`config.mk`:
```
export PLATFORM = sky130hd
export DESIGN_NAME = controlador_deslocamento
export DESIGN_NICKNAME = d
export VERILOG_FILES = /design/src/rtl/controlador_deslocamento.sv
export SDC_FILE = /design/constraint.sdc
export NUM_CORES = 1
export LEC_CHECK = 0
export ABC_CLOCK_PERIOD_IN_PS = 1410
export BUFFER_PORTS_ARGS = -buffer_cell sky130_fd_sc_hd__buf_2
export CAP_MARGIN = 20
export CORE_MARGIN = 5
export CORE_UTILIZATION = 49
export DETAILED_ROUTE_END_ITERATION = 16
export GPL_ROUTABILITY_DRIVEN = 0
export PLACE_DENSITY = 0.77
export SETUP_SLACK_MARGIN = 0.15
export SYNTH_ARGS = -nofsm -noshare
export SYNTH_HDL_FRONTEND = slang
export SYNTH_SLANG_ARGS = --single-unit
```
`constraint.sdc`:
```
create_clock -name clock_i -period 1.41 [get_ports clock_i]
set_input_delay 0.282 -clock clock_i [delete_from_list [all_inputs] [get_ports clock_i]]
set_output_delay 0.282 -clock clock_i [all_outputs]
set_load 0.05 [all_outputs]
```
`src/rtl/controlador_deslocamento.sv`:
```
// controlador_deslocamento: MSB-first parallel-to-serial controller driving an external shift register
// Ports:
//   clock_i     rising-edge clock
//   reset_i     synchronous active-high reset
//   start_i     level-sampled request, accepted only in IDLE
//   data_in_i   parallel word captured on acceptance
//   ser_out_o   registered serial bit for the shift register
//   shift_en_o  registered shift strobe
//   busy_o      high from the cycle after acceptance through DONE
//   done_o      one-cycle end-of-transaction pulse
//   word_out_o  mirror of the data bits shifted so far
// Optional feature: define PARITY_EN to append an even-parity bit after the data bits.
module controlador_deslocamento #(
  parameter int WIDTH = 4
) (
  input  logic             clock_i,
  input  logic             reset_i,
  input  logic             start_i,
  input  logic [WIDTH-1:0] data_in_i,
  output logic             ser_out_o,
  output logic             shift_en_o,
  output logic             busy_o,
  output logic             done_o,
  output logic [WIDTH-1:0] word_out_o
);
  localparam int CW = $clog2(WIDTH + 2);
`ifdef PARITY_EN
  localparam int NSH = WIDTH + 1;
`else
  localparam int NSH = WIDTH;
`endif
  localparam logic [CW-1:0] LAST_DATA = CW'(WIDTH - 1);
  localparam logic [CW-1:0] LAST      = CW'(NSH - 1);
  localparam logic [1:0] IDLE  = 2'd0;
  localparam logic [1:0] SHIFT = 2'd1;
  localparam logic [1:0] DONE  = 2'd2;
  logic [1:0]       state_q, state_d;
  logic [WIDTH-1:0] buf_q, buf_d;
  logic [WIDTH-1:0] word_q, word_d;
  logic [CW-1:0]    cnt_q, cnt_d;
  logic             ser_q, ser_d;
  logic             sen_q, sen_d;
  logic             busy_q, busy_d;
  logic             done_q, done_d;
`ifdef PARITY_EN
  logic             par_q, par_d;
`endif
  // Outputs are computed one cycle ahead so that ser_out/shift_en are plain flops.
  always_comb begin
    state_d = state_q;
    buf_d   = buf_q;
    word_d  = word_q;
    cnt_d   = cnt_q;
    ser_d   = 1'b0;
    sen_d   = 1'b0;
    busy_d  = busy_q;
    done_d  = 1'b0;
`ifdef PARITY_EN
    par_d   = par_q;
`endif
    case (state_q)
      IDLE: if (start_i) begin
        state_d = SHIFT;
        buf_d   = data_in_i;
        word_d  = '0;
        cnt_d   = '0;
        ser_d   = data_in_i[WIDTH-1];
        sen_d   = 1'b1;
        busy_d  = 1'b1;
`ifdef PARITY_EN
        par_d   = ^data_in_i;
`endif
      end
      SHIFT: begin
        buf_d = buf_q << 1;
        cnt_d = cnt_q + CW'(1);
        // The parity cycle (count == WIDTH) must not enter the word mirror.
        if (cnt_q < CW'(WIDTH)) word_d = {word_q[WIDTH-2:0], ser_q};
        if (cnt_q == LAST) begin
          state_d = DONE;
          done_d  = 1'b1;
        end else begin
          sen_d = 1'b1;
`ifdef PARITY_EN
          ser_d = (cnt_q == LAST_DATA) ? par_q : buf_q[WIDTH-2];
`else
          ser_d = buf_q[WIDTH-2];
`endif
        end
      end
      DONE: begin
        state_d = IDLE;
        busy_d  = 1'b0;
      end
      default: begin
        state_d = IDLE;
        busy_d  = 1'b0;
      end
    endcase
  end
  always_ff @(posedge clock_i) begin
    if (reset_i) begin
      state_q <= IDLE;
      buf_q   <= '0;
      word_q  <= '0;
      cnt_q   <= '0;
      ser_q   <= 1'b0;
      sen_q   <= 1'b0;
      busy_q  <= 1'b0;
      done_q  <= 1'b0;
`ifdef PARITY_EN
      par_q   <= 1'b0;
`endif
    end else begin
      state_q <= state_d;
      buf_q   <= buf_d;
      word_q  <= word_d;
      cnt_q   <= cnt_d;
      ser_q   <= ser_d;
      sen_q   <= sen_d;
      busy_q  <= busy_d;
      done_q  <= done_d;
`ifdef PARITY_EN
      par_q   <= par_d;
`endif
    end
  end
  assign ser_out_o  = ser_q;
  assign shift_en_o = sen_q;
  assign busy_o     = busy_q;
  assign done_o     = done_q;
  assign word_out_o = word_q;
endmodule

```
==> metrics.txt <==
status finished, final reports clean; GRT Util Overall 12.3%; Max FO, Critical Path 2; type of the worst setup path reg2out; initial antenna violation count 0; clock latency at the later pin of the worst-skew pair 0.28 ns; Die ar. 0.00212 mm^2; first-pass GRT wire length 1.79 mm; CTS tree yes; worst reg-to-reg setup slack 0.26 ns; Lkg Pwr 0.000319 uW; I/O Buffers 14; R2R cell count 5; number of global-route vias before repair 460; Worst R2R Start cnt_q[0]; clk_skew 0.00118 ns; DR pass1 iterations 4; Worst Hold End buf_q[0]; Tot Pwr 826 uW; Initial Utilization 50.2%; pwr dens 1090 mW/mm^2; post-route ant nets 0; Worst Setup End Kind output port; post-synthesis register bit count 16; Max stage delay on crit path 0.34 ns; period utilization 82.3%; drt drc 0; die span in x 46.1 um; Congestion Overflow GR 0; vias 512; IO Count 15; CTS root buf clkbuf_4; Starting DRT DRC Count 7; Via density 5.33; CP cell instances buf_2; Crit path max-delay family flip-flops; Num CTS Buffers 3; final setup fails 0; largest net degree at the start of global routing 18; synth-to-layout area growth 18.9%; slowest CP cell dfxtp_1; # hold bufs at CTS 0; final hold vios 0; Ant. Diodes 0; Clk pin slew, worst setup/hold paths 0.08 ns; CORE AREA 0.00127 mm^2; Mapped Area 637 um^2; Setup TNS 0 ns; hpwl dp 863 um; Peak VDD IR 551 uV; hold_sp data_in_i[0]; unrepaired setup endpoints after global routing no; cells after synthesis 66; Rows 13; Crit path required time 1.13 ns; Routed wire per std cell 12.2 um; Die Ht 46.1 um; Crit path arrival time 0.88 ns; minimum clock period 1.16 ns; YS warnings 0; crit path buf inv count 1; hold-critical path depth 3; Hold Crit Class in2reg; Post-Route WL 1.17 mm; startpoint types flip-flop; register area share after synthesis 50.3%; layout cell share with drive strength beyond 1 30.9%; end of the worst register-to-register path ser_out_o; Synth Net Count 75; CTS H-tree depth 1; Worst-Margin Slew 0.316 ns; Syn Area/Cell 9.65 um^2; number of max-cap violations 0; clock buffer depth 2; max-slew violation count 0; Synth cell types 25; Sink Count 16; worst relative slew slack 78.9%; Max Fclk 861 MHz; Final #Nets 92
## power breakdown
part | internal (uW) | leakage [uW] | switching, uW
combinational | 42.6 | 0.000174 | 75.1
clock | 99.0 | 0.0000138 | 123
sequential | 472 | 0.000132 | 13.4
total | 614 | 0.000319 | 212
## cell type report
type / count / area [um^2]
repair buffers: 15 / 77.6
inverters: 9 / 33.8
well taps: 15 / 18.8
multi-input cells: 38 / 282
fillers: 113 / 512
flip-flops and latches: 16 / 323
clock buffers: 3 / 22.5
## state kept, by name (all words and copies together), names as in the netlist
| signal | count |
|---|---|
| buf_q | 3 |
| busy_o | 1 |
| cnt_q | 3 |
| done_o | 1 |
| ser_out_o | 1 |
| shift_en_o | 1 |
| state_q | 2 |
| word_out_o | 4 |
## timing repair
item / 4_1_cts / 5_1_grt
gates resized for setup: 0 / 6
buffers inserted: 0 / 1
endpoints found under the hold margin: 0 / 0
setup endpoints to repair: 0 / 2
## cells in the mapped netlist
cell type,instances,area [um^2]
inv_1,9,33.8
a221oi_1,2,17.5
clkbuf_1,1,3.75
mux2i_1,1,10.0
a22oi_1,2,15.0
buf_6,1,11.3
o21bai_1,1,7.51
nor2b_1,1,6.26
a21oi_2,1,8.76
and3b_1,1,8.76
ha_1,2,25.0
a32oi_1,1,8.76
a21oi_1,1,5.00
o22ai_1,4,25.0
a31oi_1,1,6.26
buf_2,1,5.00
nand2_1,1,3.75
dfxtp_1,16,320
o32ai_2,1,16.3
and2b_1,1,7.51
nor3_1,4,20.0
nand2b_1,5,31.3
nor4_1,2,12.5
nor2_1,5,18.8
o32ai_1,1,8.76
## cell families after synthesis
kind of cell,share of synthesized area (%)
simple gates,17.1
flops,50.3
compound gates,18.7
buf+inv,8.45
fa+ha+maj,3.93
mux,1.57
## through the flow
step | hold WS, ns | instances | utilization, % | instance area (um^2) | setup WS (ns)
6_report | 0.268 | 96 | 59.7 | 757 | 0.249
5_1_grt | 0.297 | 96 | 59.7 | 757 | 0.143
4_1_cts | 0.263 | 95 | 57.4 | 728 | 0.220
3_5_place_dp | 0.473 | 92 | 55.6 | 706 | 0.245
3_3_place_gp | 0.458 | 92 | 55.6 | 706 | 0.264
2_1_floorplan | 0.442 | 66 | - | 637 | 0.333
## worst max path at each step
stage / startpoint / to / slack (ns) / cells after the start
after floorplan: cnt_q[0] / ser_out_o / 0.33 / 5
after global placement: cnt_q[0] / ser_out_o / 0.26 / 5
after detailed placement: cnt_q[0] / ser_out_o / 0.24 / 5
after CTS: cnt_q[0] / ser_out_o / 0.22 / 5
after global routing: cnt_q[0] / ser_out_o / 0.14 / 5
final: busy_o / busy_o / 0.25 / 1
## routing by layer
layer / vias up / track usage [%] / share of wire [%]
li1: 262 / - / -
met2: 9 / 19.8 / 48
met3: 4 / 4.69 / 6.6
met5: - / 0 / 0
met4: 0 / 6.82 / 2.0
met1: 237 / 13.8 / 44
## cell usage in the layout, fill, tap and decap left out
cell / netlist / final
dfxtp_1: 16 / 14
buf_2: 1 / 14
inv_1: 9 / 9
nor2_1: 5 / 5
nand2b_1: 5 / 5
nor3_1: 4 / 4
o22ai_1: 4 / 4
clkbuf_4: 0 / 3
a221oi_1: 2 / 2
nor4_1: 2 / 2
a22oi_1: 2 / 2
dfxtp_2: 0 / 2
and2b_1: 1 / 1
o21bai_2: 0 / 1
mux2i_1: 1 / 1
nand2_1: 1 / 1
a21oi_2: 1 / 1
o32ai_2: 1 / 1
nor2b_1: 1 / 1
a21oi_1: 1 / 1
o32ai_1: 1 / 1
a32oi_1: 1 / 1
and3b_1: 1 / 1
a31oi_1: 1 / 1
ha_2: 0 / 1
ha_4: 0 / 1
buf_4: 0 / 1
No activity file was read; power rests on OpenSTA's default activity.
